<file path="src/rtl/darkflash_pkg.sv">
// Shared types and constants for the darkflash boot loader.
//   state_t  : loader FSM states
//   ERR_*    : error codes reported on the ERR output
//   rx_state : true for states that accept a byte from the receiver
package darkflash_pkg;

   typedef enum logic [2:0] {
      ST_IDLE,
      ST_LEN0,
      ST_LEN1,
      ST_DATA,
      ST_WRITE,
      ST_CSUM,
      ST_DONE,
      ST_FAIL
   } state_t;

   localparam logic [1:0] ERR_NONE    = 2'd0;
   localparam logic [1:0] ERR_LEN     = 2'd1;
   localparam logic [1:0] ERR_TIMEOUT = 2'd2;
   localparam logic [1:0] ERR_CSUM    = 2'd3;

   function automatic logic rx_state(input state_t s);
      return (s == ST_LEN0) || (s == ST_LEN1) || (s == ST_DATA) || (s == ST_CSUM);
   endfunction

endpackage

</file>
<file path="src/rtl/darkflash_if.sv">
// Byte-stream and flash write-bus signals of the darkflash loader.
//   RX_DATA/RX_VALID/RX_READY : byte stream from the receiver
//   BUS_ADDR/BUS_WDATA/BUS_BE/BUS_RW/BUS_WAIT : flash write bus
//   master : loader side, slave : receiver + flash side
interface darkflash_if;
   logic [7:0]  RX_DATA;
   logic        RX_VALID;
   logic        RX_READY;
   logic [31:0] BUS_ADDR;
   logic [31:0] BUS_WDATA;
   logic [3:0]  BUS_BE;
   logic        BUS_RW;
   logic        BUS_WAIT;

   modport master (
      input  RX_DATA, RX_VALID, BUS_WAIT,
      output RX_READY, BUS_ADDR, BUS_WDATA, BUS_BE, BUS_RW
   );

   modport slave (
      output RX_DATA, RX_VALID, BUS_WAIT,
      input  RX_READY, BUS_ADDR, BUS_WDATA, BUS_BE, BUS_RW
   );
endinterface

</file>
<file path="src/rtl/darkflash_pack.sv">
// Packs data bytes little-endian into a 32-bit word and keeps the 8-bit
// running checksum of all data bytes.
//   clk_sys, rst_b : clock, async active-low reset
//   clear          : restart a load (word, byte count and checksum to 0)
//   byte_en        : a data byte is accepted this cycle
//   data_in        : the accepted byte
//   word           : packed word (registered, drives the write data bus)
//   csum           : running checksum modulo 256
//   word_ready     : the byte accepted this cycle completes a word
module darkflash_pack (
   input  logic        clk_sys,
   input  logic        rst_b,
   input  logic        clear,
   input  logic        byte_en,
   input  logic [7:0]  data_in,
   output logic [31:0] word,
   output logic [7:0]  csum,
   output logic        word_ready
);

   logic [1:0] byte_cnt;

   always_ff @(posedge clk_sys or negedge rst_b) begin
      if (!rst_b) begin
         word     <= '0;
         csum     <= '0;
         byte_cnt <= '0;
      end else if (clear) begin
         word     <= '0;
         csum     <= '0;
         byte_cnt <= '0;
      end else if (byte_en) begin
         // shift right so the first byte ends up in [7:0] after four bytes
         word     <= {data_in, word[31:8]};
         csum     <= csum + data_in;
         byte_cnt <= byte_cnt + 2'd1;
      end
   end

   assign word_ready = byte_en && (byte_cnt == 2'd3);

endmodule

</file>
<file path="src/rtl/darkflash_loader.sv">
// Boot loader: receives a length-prefixed byte stream, writes it as 32-bit
// words into flash at consecutive addresses, verifies a trailing checksum and
// releases the core from reset on a clean load.
//   XCLK, XRES  : clock, async active-low reset
//   START       : one-cycle pulse, begins a load from IDLE/DONE/FAIL
//   bus         : byte stream in, flash write bus out (darkflash_if.master)
//   HOLD        : keeps the core in reset
//   DONE        : load complete with good checksum
//   ERR         : 0 none, 1 bad length, 2 timeout, 3 checksum mismatch
//
// state    | meaning
// ---------+-----------------------------------------------
// ST_IDLE  | waiting for START after reset
// ST_LEN0  | receive low byte of word count
// ST_LEN1  | receive high byte of word count, range check
// ST_DATA  | receive data bytes into the packer
// ST_WRITE | drive one flash write, held while BUS_WAIT
// ST_CSUM  | receive and compare checksum byte
// ST_DONE  | load good, core released
// ST_FAIL  | load aborted, ERR holds the cause
module darkflash_loader
   import darkflash_pkg::*;
#(
   parameter logic [31:0] BASE_ADDR = 32'h0000_0000,
   parameter int          MAX_WORDS = 512,
   parameter int          TIMEOUT   = 65535
) (
   input  logic              XCLK,
   input  logic              XRES,
   input  logic              START,
   darkflash_if.master       bus,
   output logic              HOLD,
   output logic              DONE,
   output logic [1:0]        ERR
);

   localparam int            TW       = $clog2(TIMEOUT + 1);
   localparam logic [TW-1:0] TMO_LOAD = TW'(TIMEOUT - 1);

   state_t        state, state_nxt;
   logic [9:0]    idx, idx_nxt;
   logic [15:0]   len, len_nxt, len_rx;
   logic [7:0]    len_lo, len_lo_nxt;
   logic [TW-1:0] tmo, tmo_nxt;
   logic [1:0]    err_nxt;
   logic [31:0]   addr_nxt;
   logic          rw_nxt;

   logic          accept, start_ok, data_en, word_ready;
   logic [31:0]   pack_word;
   logic [7:0]    pack_csum;

   assign accept   = bus.RX_VALID && bus.RX_READY;
   assign start_ok = START && ((state == ST_IDLE) || (state == ST_DONE) || (state == ST_FAIL));
   assign data_en  = accept && (state == ST_DATA);

   darkflash_pack u_pack (
      .clk_sys    (XCLK),
      .rst_b      (XRES),
      .clear      (start_ok),
      .byte_en    (data_en),
      .data_in    (bus.RX_DATA),
      .word       (pack_word),
      .csum       (pack_csum),
      .word_ready (word_ready)
   );

   // the packer register is stable during WRITE since no bytes are accepted there
   assign bus.BUS_WDATA = pack_word;

   always_ff @(posedge XCLK or negedge XRES) begin
      if (!XRES) state <= ST_IDLE;
      else       state <= state_nxt;
   end

   always_comb begin
      state_nxt  = state;
      idx_nxt    = idx;
      len_nxt    = len;
      len_lo_nxt = len_lo;
      tmo_nxt    = tmo;
      err_nxt    = ERR;
      addr_nxt   = bus.BUS_ADDR;
      rw_nxt     = bus.BUS_RW;
      len_rx     = {bus.RX_DATA, len_lo};

      // idle-cycle timer: down-counter reloaded on every accepted byte,
      // not running in WRITE so a stalled flash never times out
      if (rx_state(state)) begin
         if (accept) begin
            tmo_nxt = TMO_LOAD;
         end else if (tmo == '0) begin
            state_nxt = ST_FAIL;
            err_nxt   = ERR_TIMEOUT;
         end else begin
            tmo_nxt = tmo - TW'(1);
         end
      end

      case (state)
         ST_IDLE, ST_DONE, ST_FAIL: begin
            if (START) begin
               state_nxt  = ST_LEN0;
               err_nxt    = ERR_NONE;
               idx_nxt    = '0;
               len_nxt    = '0;
               len_lo_nxt = '0;
               tmo_nxt    = TMO_LOAD;
            end
         end
         ST_LEN0: begin
            if (accept) begin
               len_lo_nxt = bus.RX_DATA;
               state_nxt  = ST_LEN1;
            end
         end
         ST_LEN1: begin
            if (accept) begin
               len_nxt = len_rx;
               if ((len_rx == 16'd0) || (len_rx > 16'(MAX_WORDS))) begin
                  state_nxt = ST_FAIL;
                  err_nxt   = ERR_LEN;
               end else begin
                  state_nxt = ST_DATA;
               end
            end
         end
         ST_DATA: begin
            if (word_ready) begin
               state_nxt = ST_WRITE;
               rw_nxt    = 1'b1;
               addr_nxt  = BASE_ADDR + {20'b0, idx, 2'b00};
            end
         end
         ST_WRITE: begin
            if (!bus.BUS_WAIT) begin
               rw_nxt  = 1'b0;
               idx_nxt = idx + 10'd1;
               if (({6'b0, idx} + 16'd1) == len) state_nxt = ST_CSUM;
               else                               state_nxt = ST_DATA;
            end
         end
         ST_CSUM: begin
            if (accept) begin
               if (bus.RX_DATA == pack_csum) begin
                  state_nxt = ST_DONE;
               end else begin
                  state_nxt = ST_FAIL;
                  err_nxt   = ERR_CSUM;
               end
            end
         end
         default: state_nxt = ST_IDLE;
      endcase
   end

   // all outputs are decoded from next-state values and registered
   always_ff @(posedge XCLK or negedge XRES) begin
      if (!XRES) begin
         idx          <= '0;
         len          <= '0;
         len_lo       <= '0;
         tmo          <= '0;
         ERR          <= ERR_NONE;
         HOLD         <= 1'b1;
         DONE         <= 1'b0;
         bus.RX_READY <= 1'b0;
         bus.BUS_RW   <= 1'b0;
         bus.BUS_BE   <= 4'b0000;
         bus.BUS_ADDR <= '0;
      end else begin
         idx          <= idx_nxt;
         len          <= len_nxt;
         len_lo       <= len_lo_nxt;
         tmo          <= tmo_nxt;
         ERR          <= err_nxt;
         HOLD         <= (state_nxt != ST_DONE);
         DONE         <= (state_nxt == ST_DONE);
         bus.RX_READY <= rx_state(state_nxt);
         bus.BUS_RW   <= rw_nxt;
         bus.BUS_BE   <= {4{rw_nxt}};
         bus.BUS_ADDR <= addr_nxt;
      end
   end

endmodule

</file>
<file path="src/flat_wrapper.sv">
// flat-port wrapper written by rule: the top's interface ports become plain ports
module darkflash_loader_flat import darkflash_pkg::*;
#(
   parameter logic [31:0] BASE_ADDR = 32'h0000_0000,
   parameter int          MAX_WORDS = 512,
   parameter int          TIMEOUT   = 65535
)
  (XCLK, XRES, START, HOLD, DONE, ERR, bus_RX_DATA, bus_RX_VALID, bus_BUS_WAIT, bus_RX_READY, bus_BUS_ADDR, bus_BUS_WDATA, bus_BUS_BE, bus_BUS_RW);
  darkflash_if bus_i ();
  input  logic XCLK;
  input  logic XRES;
  input  logic START;
  output logic HOLD;
  output logic DONE;
  output logic [1:0] ERR;
  input wire logic [$bits(bus_i.RX_DATA)-1:0] bus_RX_DATA;
  input wire logic [$bits(bus_i.RX_VALID)-1:0] bus_RX_VALID;
  input wire logic [$bits(bus_i.BUS_WAIT)-1:0] bus_BUS_WAIT;
  output wire logic [$bits(bus_i.RX_READY)-1:0] bus_RX_READY;
  output wire logic [$bits(bus_i.BUS_ADDR)-1:0] bus_BUS_ADDR;
  output wire logic [$bits(bus_i.BUS_WDATA)-1:0] bus_BUS_WDATA;
  output wire logic [$bits(bus_i.BUS_BE)-1:0] bus_BUS_BE;
  output wire logic [$bits(bus_i.BUS_RW)-1:0] bus_BUS_RW;
  assign bus_i.RX_DATA = bus_RX_DATA;
  assign bus_i.RX_VALID = bus_RX_VALID;
  assign bus_i.BUS_WAIT = bus_BUS_WAIT;
  assign bus_RX_READY = bus_i.RX_READY;
  assign bus_BUS_ADDR = bus_i.BUS_ADDR;
  assign bus_BUS_WDATA = bus_i.BUS_WDATA;
  assign bus_BUS_BE = bus_i.BUS_BE;
  assign bus_BUS_RW = bus_i.BUS_RW;
  darkflash_loader #(.BASE_ADDR(BASE_ADDR), .MAX_WORDS(MAX_WORDS), .TIMEOUT(TIMEOUT)) u_core (.XCLK(XCLK), .XRES(XRES), .START(START), .bus(bus_i), .HOLD(HOLD), .DONE(DONE), .ERR(ERR));
endmodule
</file>
<file path="config.mk">
export PLATFORM = sky130hd
export DESIGN_NAME = darkflash_loader_flat
export DESIGN_NICKNAME = d
export VERILOG_FILES = /design/src/rtl/darkflash_pkg.sv /design/src/rtl/darkflash_if.sv /design/src/rtl/darkflash_pack.sv /design/src/rtl/darkflash_loader.sv /design/src/flat_wrapper.sv
export SDC_FILE = /design/constraint.sdc
export NUM_CORES = 1
export LEC_CHECK = 0
export CAP_MARGIN = 30
export CELL_PAD_IN_SITES_DETAIL_PLACEMENT = 0
export CELL_PAD_IN_SITES_GLOBAL_PLACEMENT = 1
export CORE_MARGIN = 2
export CORE_UTILIZATION = 42
export CTS_CLUSTER_DIAMETER = 200
export DETAILED_ROUTE_END_ITERATION = 10
export PLACE_DENSITY = 0.84
export SYNTH_ARGS = -nofsm -noshare
export SYNTH_HDL_FRONTEND = slang
export SYNTH_SLANG_ARGS = --single-unit
</file>
<file path="constraint.sdc">
create_clock -name XCLK -period 3.9 [get_ports XCLK]
set_input_delay 1.17 -clock XCLK [delete_from_list [all_inputs] [get_ports XCLK]]
set_output_delay 1.17 -clock XCLK [all_outputs]
set_load 0.1 [all_outputs]
</file>
---- Word level (Yosys, flattened, before mapping) ----
Cells that the tools add are included.
W data, S select, Z words.
word-level totals
  bits in registers ....................... 112
  bits of input ports ..................... 13
  output and inout bits ................... 74
  word-level logic and storage cells ...... 111
operators by class
  add/sub/neg operators ................... 5
  $lt $le $gt $ge ......................... 1
  eq/ne operators ......................... 20
  muxes and demuxes ....................... 45
  reductions and logical operators ........ 25
operator list
  operator                 number
  $mux W16                 7
  $mux W32                 2
  $mux W3                  11
  $logic_not A16 Y1        2
  $mux W8                  4
  $pmux W16 S2             1
  $mux W10                 2
  $mux W2                  10
  $pmux W10 S2             1
  $eq A3 B3 Y1 const B     6
  $pmux W3 S6              1
  $eq A16 B16 Y1           1
  $gt A16 B10 Y1 const B   1
  $pmux W8 S2              1
  $sub A16 B1 Y16 const B  1
  $eq A3 B2 Y1 const B     4
  $add A10 B1 Y11 const B  1
  $add A10 B1 Y10 const B  1
  $logic_or A1 B1 Y1       9
  $reduce_and A3 Y1        3
  $add A8 B8 Y8            1
  $eq A8 B8 Y1             1
  $reduce_bool A2 Y1       4
  $eq A3 B1 Y1 const B     2
  other kinds (12)         19

---- Depth between registers and ports, before layout ----
Gate-level depths: netlist (run 1).
  depth after elaboration ................. 11
  depth in mapped cells ................... 10
  mapped depth without buffers ............ 9

---- Modules after synthesis ----
From an unflattened synthesis (run 1), not the netlist that was laid out.
unflattened totals
  cells, all modules ...................... 603
  area total of the unflattened synthesis .. 5883.1 um^2
by module, submodules not included
  module            times used  cells an instance  area an instance (um^2)  seq. area each (um^2)
  darkflash_loader  1           426                3854.9                   1727.9
  darkflash_pack    1           177                2028.2                   1051.0

---- Worst setup path before layout (run 1) ----
Ideal clock, no wire load.
  path type ............................... input to register
  from .................................... input port bus_RX_DATA[5]
  to ...................................... register u_core.HOLD
  library setup time ...................... 0.094 ns
  arrival time ............................ 2.780 ns
  data required time ...................... 3.806 ns
  path slack .............................. 1.026 ns
  stages .................................. 6
  path buffers ............................ 0
  path through ............................ ha_1 nor4_1 a31oi_1 mux2i_1 o2111ai_1 or4_1
on the way
  elaborated cells on any way between the ends .. 10
  classes of those cells .................. 1 x order compare; 2 x eq/ne; 5 x mux; 2 x reduce/logical
RTL lines
  item                           line                     text
  start, declared                flat_wrapper.sv:16       input wire logic [$bits(bus_i.RX_DATA)-1:0] bus_RX_DATA;
  $eq A8 B8 Y1                   darkflash_loader.sv:145  if (bus.RX_DATA == pack_csum) begin
  $mux W1                        darkflash_loader.sv:145
  $mux W3                        darkflash_loader.sv:144  if (accept) begin
  $pmux W3 S6                    darkflash_loader.sv:100  case (state)
  named net u_core.state_nxt[0]  darkflash_loader.sv:40   state_t state, state_nxt;
  $ne A3 B3 Y1                   darkflash_loader.sv:177  HOLD <= (state_nxt != ST_DONE);
  end signal, assigned           darkflash_loader.sv:177
  end, declared                  darkflash_loader.sv:32   output logic HOLD,
The timed path passes the listed nets, and every way through them passes these cells.
A chain may end at the register's enable or synchronous reset.

---- Worst setup path in the final report (run 1) ----
Ends and elaborated chain as after synthesis.

==> results of run 1 <==
-- per-layer routing --
layer  up-vias  wire length (microns)  track usage [%]
met3        25                    587             4.33
met5         -                      0                0
met2       126                   6400             30.9
met1      2113                   5730             23.8
met4         0                    323             7.79
li1       2069                      -                -
-- cell families (layout without fill, tap and decap cells) --
logic type,count (synthesis),count (layout),synth area share (%)
and+or+nand+nor,204,204,18.4
adders and majority gates,11,11,2.59
DFF,111,111,49.5
other,1,22,0.0668
xor gates and xnor gates,30,30,4.68
muxes,12,12,2.38
AOI/OAI and AO/OA,126,126,16.1
buffers and inverters,65,98,6.26
-- worst max-delay path, cell delays in order --
cell and delay [ns]:
clkdlybuf4s50_1 0.53, ha_1 0.41, nor4_1 0.44, a31oi_1 0.22, mux2i_1 0.18, o2111ai_1 0.21, or4_1 0.57
-- final timing paths --
check	start	cells after the start	end	slack [ns]
max	bus_RX_DATA[5]	7	u_core.HOLD$_DFF_PN1_	0.44
max reg2reg	u_core.idx[0]$_DFFE_PN0P_	8	u_core.bus.RX_READY$_DFF_PN0_	1.04
min reg2reg	u_core.len[14]$_DFFE_PN0P_	2	u_core.len[14]$_DFFE_PN0P_	0.47
min in group asynchronous	XRES	1	u_core.DONE$_DFF_PN0_	0.87
max in group asynchronous	XRES	2	u_core.u_pack.word[14]$_DFFE_PN0P_	2.26
min	u_core.len[14]$_DFFE_PN0P_	2	u_core.len[14]$_DFFE_PN0P_	0.47
-- cells in the mapped netlist (all sizes together) (3+ instances only) --
master    n  share of area [%]
a21oi    20                1.8
nor4      7               0.89
nand3    40                3.6
xor2      9                1.4
inv      10               0.67
o211ai    3               0.40
nor2b     3               0.33
nor3b     3               0.40
or3       6               0.76
clkbuf   26                1.8
a31oi     3               0.33
and3     10                1.5
a22o     41                6.4
dfrtp   110                 49
xnor2    21                3.3
nand2    70                4.7
nor3     11               0.98
buf      29                3.8
ha       10                2.2
o31ai     7               0.94
mux2     11                2.2
nor2     27                1.8
o21ai    27                2.4
or4       5               0.67
nand4     6               0.67
and2      5               0.56
-- where the power goes --
part           internal (mW)  switching, mW
clock network          0.572          0.440
registers               1.45          0.316
logic                  0.761           2.14
total                   2.78           2.90
-- placed cells by master (no fill, tap or decap), types with 3 or more instances in the layout --
cell             count
dfrtp_1            110
nor3_1              11
conb_1              22
nand2_1             70
and3_1               6
clkdlybuf4s50_1     23
nor3b_1              3
or3_1                5
xor2_1               9
a22o_1              41
inv_1               10
and2_1               5
o31ai_1              7
o211ai_1             3
o21ai_0             26
nor2_1              26
a31oi_1              3
or4_1                5
and3_4               4
a21oi_1             20
nand3_1             40
nand4_1              6
xnor2_1             21
clkbuf_16            9
buf_4               47
mux2_2              11
nor4_1               6
ha_1                10
nor2b_1              3
-- sequential cells by signal, indices dropped and copies added, names as in the netlist --
signal and count:
u_core.u_pack.byte_cnt 2, u_core.len 16, u_core.bus.BUS_ADDR 10, u_core.bus.RX_READY 1, u_core.HOLD 1, u_core.DONE 1
u_core.ERR 2, u_core.tmo 16, u_core.u_pack.csum 8, u_core.state 3, u_core.idx 10, u_core.u_pack.word 32
u_core.len_lo 8, u_core.bus.BUS_BE 1
-- cell type report --
type | instances | area (sq um)
timing repair buffer | 72 | 608
clock inverter | 7 | 103
multi-input combinational | 405 | 2560
sequential | 111 | 2780
tap | 176 | 220
fill | 1226 | 6600
clock buffer | 9 | 225
inverter | 10 | 37.5
==> out/qor.yml, run 1 <==
ys_seq_area_share_pct: 49.5
avgSynthCellArea_sq_um: 10.0
crit_fanout: 5
gp_congestion: 0.884
grt_first_pass_wirelength_microns: 21200
rsz0062_at_grt: "no"
clock-skew-final_ns: 0.00846
synthesis.area_sq_um: 5610
io_buffers: 64
core_area_sq_um: 13100
cp-end-kind: "flop"
die_w_microns: 120
grt_max_degree: 58
vias: 4333
dr.pass1.iters: 4
dp_hpwl_microns: 9280
wl_microns: 13000
nets: 633
grt.overflow.total: 0
finalSetupViolations: 0
ctsHoldBuffers: 0
clockRootBuffer: "clkbuf_16"
maxCapViolCount: 0
drtIter0Drc: 301
dp_worst_setup_slack_ns: 0.0248
grt_pass1_vias: 4180
clock_latency_ns: 0.36
ios: 87
drv_slew: 0
post_cts_buffers: 0
syn_inst: 560
peakVddDrop_mv: 0.707
tightest_slew_ns: 0.972
synth_edf_count: 0
synth.distinct_cells: 64
ys_ff_latch: 111
cts.path.max_buffers: 2
tritoncts: "built"
routedWlPerCell_microns: 16.5
antenna_found_initial: 0
dieArea_sq_um: 14300
grt_usage_pct: 18.7
leakage_nw: 3.03
htreeDepth: 3
period_needed_ns: 3.46
cts.clk_slew.worst_paths_ns: 0.08
finalWorstSetupSlack_ns: 0.438
fin_util_pct: 49.8
instances_no_fill: 790
critPathRequiredTime_ns: 4.17
min_path_type: "flop to flop"
cts_buffers: 9
fmax_ghz: 0.289
drc_errors: 0
num_rows: 42
drive_gt1_share_pct: 14.8
hold_viol_final: 0
critPathLaunchType: "input pin"
initial_core_util_pct: 42.7
area_growth_pct: 16.4
ys_async_sr_fraction_pct: 100
fin_area_sq_um: 6540
die_h_microns: 120
viasPerCell: 5.48
status: "completed"
cts-resized-gates: 0
dpl_cell_area_sq_um: 6200
period_share_pct: 88.8
tns_ns: 0
power.total_mw: 5.68
diodes: 0
dp.cells: 773
ant_nets: 0
slew_headroom_pct: 35.0
synthFlopType: "dfrtp_1"
cts.sinks: 111
crit_type: "input pin to flop"
crit_arrival_ns: 3.74
fin_hold_ws_ns: 0.472
power_density_nw_per_um2: 869
ys_warn_count: 0
Power figures use the tool's default switching activity.
==> run 2, diff against run 1 <==
--- a/config.mk
+++ b/config.mk
@@ -7,12 +7,12 @@
 export LEC_CHECK = 0
 export CAP_MARGIN = 30
 export CELL_PAD_IN_SITES_DETAIL_PLACEMENT = 0
-export CELL_PAD_IN_SITES_GLOBAL_PLACEMENT = 1
+export CELL_PAD_IN_SITES_GLOBAL_PLACEMENT = 2
 export CORE_MARGIN = 2
-export CORE_UTILIZATION = 42
+export CORE_UTILIZATION = 37
 export CTS_CLUSTER_DIAMETER = 200
 export DETAILED_ROUTE_END_ITERATION = 10
-export PLACE_DENSITY = 0.84
+export PLACE_DENSITY = 0.9
 export SYNTH_ARGS = -nofsm -noshare
 export SYNTH_HDL_FRONTEND = slang
 export SYNTH_SLANG_ARGS = --single-unit
==> out/qor.yml, run 2 (synthesis gave the netlist of run 1 again) <==
cts.sinks: 111  # unchanged
antenna_found_initial: 0  # unchanged
nets: 639  # +0.95%
rsz0062_at_grt: "no"
grt_usage_pct: 17.1  # -1.6 points
clock-skew-final_ns: 0.0118  # +0.00335 ns
peakVddDrop_mv: 0.720  # +1.7%
critPathTopFamily: "simple AND/OR/NAND/NOR gates"
area_growth_pct: 17.0
slowest_delay_ns: 0.50  # -0.07 ns
routedWlPerCell_microns: 16.5  # +0.22%
wl_microns: 13400  # +2.5%
drtIter0Drc: 354  # +18%
clock_latency_ns: 0.36  # about the same
layout_common_cells: "110 x dfrtp_1, 70 x nand2_1, 55 x buf_4, 41 x a22o_1, 40 x nand3_1"
crit_arrival_ns: 3.58  # -0.16 ns
drive_gt1_share_pct: 16.0  # +1.1 points
diodes: 0  # unchanged
min_path_type: "flop to flop"
initial_core_util_pct: 37.3  # -5.4 points
post_cts_buffers: 0  # unchanged
critPathCapture: "u_core.DONE$_DFF_PN0_"
htreeDepth: 3  # unchanged
sequentialPowerShare_pct: 31.5  # +0.4 points
slew_headroom_pct: 30.0  # -5.0 points
p_sw_mw: 2.95  # +1.8%
r2r_slack_ns: 1.02  # -0.02 ns
clockRootBuffer: "clkbuf_16"
cpMaxStageDelayCell: "clkdlybuf4s50_1"
dp.cells: 792  # +2.5%
dp_hpwl_microns: 9410  # +1.4%
core_area_sq_um: 15000  # +14%
viasPerCell: 5.41  # -1.3%
ios: 87  # unchanged
dr.pass1.iters: 5  # +1
cts.clk_slew.worst_paths_ns: 0.08  # about the same
ctsHoldBuffers: 0  # unchanged
r2r_cells: 9  # +1
cellInternalPower_mw: 2.69  # -3.6%
path_cells: "clkdlybuf4s50_1 -> ha_1 -> nor4_1 -> a31oi_1 -> mux2i_1 -> o2111ai_1 -> nor4_1"
cts.path.max_buffers: 2  # unchanged
hold_viol_final: 0  # unchanged
cp_num_buf_inv: 1  # unchanged
power.total_mw: 5.63  # -0.85%
fmax_ghz: 0.296  # +2.5%
num_rows: 45  # +7.1%
crit_cells: 7  # unchanged
die_h_microns: 127  # +6.3%
cp-startpoint: "bus_RX_DATA[2]"
fin_hold_ws_ns: 0.469  # -0.00261 ns
largest_reg_flops: 32  # unchanged
tightest_slew_ns: 1.05  # +0.0740 ns
status: "completed"
crit_top_cell: "nor4_1"
grt_pass1_vias: 4262  # +2.0%
drc_errors: 0  # unchanged
instances_no_fill: 808  # +2.3%
rr_startpoint: "u_core.tmo[0]$_DFF_PN0_"
dieArea_sq_um: 16200  # +13%
cts_buffers: 9  # unchanged
crit_type: "input pin to flop"
finalSetupViolations: 0  # unchanged
tritoncts: "built"
maxCapViolCount: 0  # unchanged
swShare_pct: 52.3  # +1.4 points
critPathLaunchType: "input pin"
worstHoldStart: "u_core.len[13]$_DFFE_PN0P_"
period_share_pct: 86.6  # -2.2 points
grt_first_pass_wirelength_microns: 22200  # +5.1%
leakage_nw: 3.05  # +0.62%
drv_slew: 0  # unchanged
vias: 4372  # +0.90%
grt_max_degree: 71  # +22%
fillers: 1408  # +15%
critPathRequiredTime_ns: 4.10  # -0.07 ns
crit_fanout: 5  # unchanged
die_w_microns: 127  # +6.3%
tns_ns: 0  # unchanged
largestRegisters: "u_core.u_pack.word x32, u_core.len x16, u_core.tmo x16"
period_needed_ns: 3.38  # -0.0850 ns
gp_congestion: 0.875  # -0.95%
layout_commonest_cell: "dfrtp_1"
power_density_nw_per_um2: 857  # -1.3%
ant_nets: 0  # unchanged
cts-resized-gates: 0  # unchanged
cp-end-kind: "flop"
rr_endpoint: "u_core.DONE$_DFF_PN0_"
largest-register: "u_core.u_pack.word"
io_buffers: 64  # unchanged
p_clk_share_pct: 16.4  # -1.4 points
pwr-share-comb_pct: 52.1  # +1.0 points
grt.overflow.total: 0  # unchanged
run 2: final cells by class:
type                            count  area [sq um]  area share (%)
Sequential cell                   111          2780            42.3
Multi-Input combinational cell    405          2570            39.1
Timing Repair Buffer               78           648            9.86
Tap cell                          188           235            3.58
Clock buffer                        9           225            3.43
Clock inverter                      7          75.1            1.14
Inverter                           10          37.5           0.571
run 2: power groups by stage:
| stage | clock (mW) | combinational [mW] | sequential, mW |
|---|---|---|---|
| final | 0.922 | 2.94 | 1.77 |
| after global routing | 1.01 | 3.12 | 1.82 |
| after CTS | 0.950 | 2.95 | 1.77 |
| after detailed placement | 0 | 2.94 | 1.79 |
| after global placement | 0 | 2.90 | 1.78 |
| after floorplan | 0 | 1.27 | 2.79 |
run 2: worst reg2reg max path, cell delays in order, from the launching register on:
cell and delay [ns]:
dfrtp_1 0.41, inv_1 0.07, ha_1 0.16, or3b_1 0.40, nand4b_1 0.35, or3_4 0.49
nand4b_1 0.15, nand4_1 0.14, o2bb2ai_1 0.20, nor4_1 0.37
run 2: how the worst min path moves through the flow:
stage	to	slack (ns)	cells after the start
CTS	u_core.len[15]$_DFFE_PN0P_	0.47	2
global route	u_core.len[15]$_DFFE_PN0P_	0.50	2
detailed placement	u_core.len[15]$_DFFE_PN0P_	0.45	2
floorplan	u_core.len[15]$_DFFE_PN0P_	0.43	2
finish	u_core.len[13]$_DFFE_PN0P_	0.47	2
global placement	u_core.len[15]$_DFFE_PN0P_	0.44	2
run 2: layer usage:
layer | GRT usage, % | vias to the layer above | routed length [microns]
met4 | 5.43 | 0 | 185
met5 | 0 | - | 0
li1 | - | 2083 | -
met1 | 23.6 | 2160 | 6350
met2 | 27.3 | 113 | 6260
met3 | 3.31 | 16 | 566
run 2: stage by stage:
step,instance area [sq um],setup WS (ns),utilization [%]
after global placement,6260,0.208,41.7
after CTS,6570,0.550,43.7
after floorplan,5690,1.03,-
after detailed placement,6270,0.180,41.7
final,6570,0.523,43.7
after global routing,6570,0.390,43.7
==> run 3, diff against run 2 <==
--- a/config.mk
+++ b/config.mk
@@ -9,10 +9,10 @@
 export CELL_PAD_IN_SITES_DETAIL_PLACEMENT = 0
 export CELL_PAD_IN_SITES_GLOBAL_PLACEMENT = 2
 export CORE_MARGIN = 2
-export CORE_UTILIZATION = 37
+export CORE_UTILIZATION = 34
 export CTS_CLUSTER_DIAMETER = 200
 export DETAILED_ROUTE_END_ITERATION = 10
-export PLACE_DENSITY = 0.9
+export PLACE_DENSITY = 0.84
 export SYNTH_ARGS = -nofsm -noshare
 export SYNTH_HDL_FRONTEND = slang
 export SYNTH_SLANG_ARGS = --single-unit
==> constraint.sdc (replaced) <==
create_clock -name XCLK -period 3.62 [get_ports XCLK]
set_input_delay 1.086 -clock XCLK [delete_from_list [all_inputs] [get_ports XCLK]]
set_output_delay 1.086 -clock XCLK [all_outputs]
set_load 0.1 [all_outputs]
==> out/qor.yml, run 3 (synthesis gave the netlist of run 1 again) <==
power_density_nw_per_um2: 932  # +8.7%
dr.pass1.iters: 7  # +2
largest-register: "u_core.u_pack.word"
largestRegisters: "u_core.u_pack.word x32, u_core.len x16, u_core.tmo x16"
slew_headroom_pct: 33.3  # +3.4 points
worstHoldStart: "u_core.len[12]$_DFFE_PN0P_"
min_path_type: "flop to flop"
diodes: 0  # unchanged
cts_buffers: 9  # unchanged
grt_usage_pct: 15.9  # -1.2 points
largest_reg_flops: 32  # unchanged
dp_hpwl_microns: 9870  # +4.9%
area_growth_pct: 18.8
grt_max_degree: 62  # -13%
die_h_microns: 133  # +4.2%
cts-resized-gates: 0  # unchanged
r2r_cells: 8  # -1
instances_no_fill: 842  # +4.2%
peakVddDrop_mv: 0.708  # -1.6%
cp-end-kind: "flop"
hold_viol_final: 0  # unchanged
cts.clk_slew.worst_paths_ns: 0.07  # about the same
swShare_pct: 50.2  # -2.2 points
routedWlPerCell_microns: 16.1  # -2.5%
initial_core_util_pct: 35.1  # -2.3 points
dp_worst_setup_slack_ns: 0.0321  # -0.148 ns
htreeDepth: 3  # unchanged
cellInternalPower_mw: 3.10  # +15%
dieArea_sq_um: 17600  # +8.5%
pwr-share-comb_pct: 52.0  # about the same
layout_commonest_cell: "dfrtp_1"
tritoncts: "built"
critPathRequiredTime_ns: 3.89  # -0.21 ns
crit_arrival_ns: 3.42  # -0.16 ns
cts.sinks: 111  # unchanged
leakage_nw: 3.12  # +2.1%
io_buffers: 64  # unchanged
layout_common_cells: "110 x dfrtp_1, 73 x buf_4, 70 x nand2_1, 41 x a22o_1, 40 x nand3_1"
clock-skew-final_ns: 0.00822  # -0.00358 ns
maxCapViolCount: 0  # unchanged
vias: 4405  # +0.75%
crit_fanout: 4  # -1
tightest_slew_ns: 0.996  # -0.0503 ns
p_clk_share_pct: 18.2  # +1.8 points
clock_latency_ns: 0.36  # about the same
post_cts_buffers: 0  # unchanged
r2r_slack_ns: 0.81  # -0.21 ns
core_area_sq_um: 16000  # +6.4%
viasPerCell: 5.23  # -3.3%
grt_pass1_vias: 4317  # +1.3%
num_rows: 46  # +2.2%
die_w_microns: 133  # +4.2%
dp.cells: 827  # +4.4%
gp_congestion: 0.906  # +3.5%
drtIter0Drc: 302  # -15%
grt_first_pass_wirelength_microns: 22400  # +0.90%
p_sw_mw: 3.12  # +5.9%
rsz0062_at_grt: "no"
grt.overflow.total: 0  # unchanged
ios: 87  # unchanged
drc_errors: 0  # unchanged
finalWorstSetupSlack_ns: 0.471  # -0.0520 ns
fmax_ghz: 0.318
fin_util_pct: 41.7  # -2.0 points
fillers: 1633  # +16%
rr_endpoint: "u_core.bus.RX_READY$_DFF_PN0_"
status: "completed"
wl_microns: 13600  # +1.6%
nets: 646  # +1.1%
finalSetupViolations: 0  # unchanged
crit_type: "input pin to flop"
ctsHoldBuffers: 0  # unchanged
drive_gt1_share_pct: 18.2  # +2.2 points
hold_depth: 2  # unchanged
tns_ns: 0  # unchanged
clockRootBuffer: "clkbuf_16"
drv_slew: 0  # unchanged
cts.path.max_buffers: 2  # unchanged
dpl_cell_area_sq_um: 6330  # +1.0%
sequentialPowerShare_pct: 29.8  # -1.7 points
antenna_found_initial: 0  # unchanged
ant_nets: 0  # unchanged
period_share_pct: 87.0
holdPathEnd: "u_core.len[12]$_DFFE_PN0P_"
period_needed_ns: 3.15
critPathLaunchType: "input pin"
fin_area_sq_um: 6670  # +1.5%
rr_startpoint: "u_core.idx[0]$_DFFE_PN0P_"
## run 3: power by group through the flow
stage	Sequential (mW)	Clock [mW]	Combinational (mW)
after floorplan	3.01	0	1.37
after global placement	1.86	0	3.23
after detailed placement	1.87	0	3.25
after CTS	1.85	1.17	3.26
after global routing	1.90	1.21	3.43
final	1.85	1.13	3.24
## run 3: final cells by class
cell class                 count  area, sq um  area share, %
clock inverter                 5          106           1.59
clock buffer                  10          229           3.43
tap                          216          270           4.05
sequential                   111         2780           41.7
multi-input combinational    405         2570           38.5
timing repair buffer          85          678           10.2
inverter                      10         37.5          0.563
## run 3: worst max path at each step
stage,from,endpoint,slack (ns),cells past startpoint
floorplan,bus_RX_DATA[5],u_core.HOLD$_DFF_PN1_,0.83,6
global placement,bus_RX_DATA[1],u_core.HOLD$_DFF_PN1_,0.08,7
CTS,bus_RX_DATA[5],u_core.HOLD$_DFF_PN1_,0.42,7
global route,bus_RX_DATA[5],u_core.HOLD$_DFF_PN1_,0.34,7
detailed placement,bus_RX_DATA[5],u_core.HOLD$_DFF_PN1_,0.03,7
finish,bus_RX_DATA[5],u_core.HOLD$_DFF_PN1_,0.47,7
## run 3: worst max-delay path: stages
cell and delay (ns):
clkdlybuf4s50_1 0.45, ha_1 0.37, nor4_1 0.43, a31oi_1 0.21, mux2i_1 0.17, o2111ai_1 0.16, or4_1 0.54
## run 3: metal layers
layer  up-vias  routed length [microns]  GRT usage (%)  part of all wire, %
li1       2097                        -              -                    -
met1      2170                     6110           20.6                   45
met2       115                     6510           25.5                   48
met3        23                      592           3.22                  4.4
met4         0                      372           7.77                  2.7
met5         -                        0              0                    0
## run 3: stage by stage
stage	total power, mW	hold WS (ns)
after detailed placement	5.12	0.450
after floorplan	4.38	0.430
final	6.22	0.464
after CTS	6.28	0.467
after global routing	6.55	0.488
after global placement	5.09	0.450
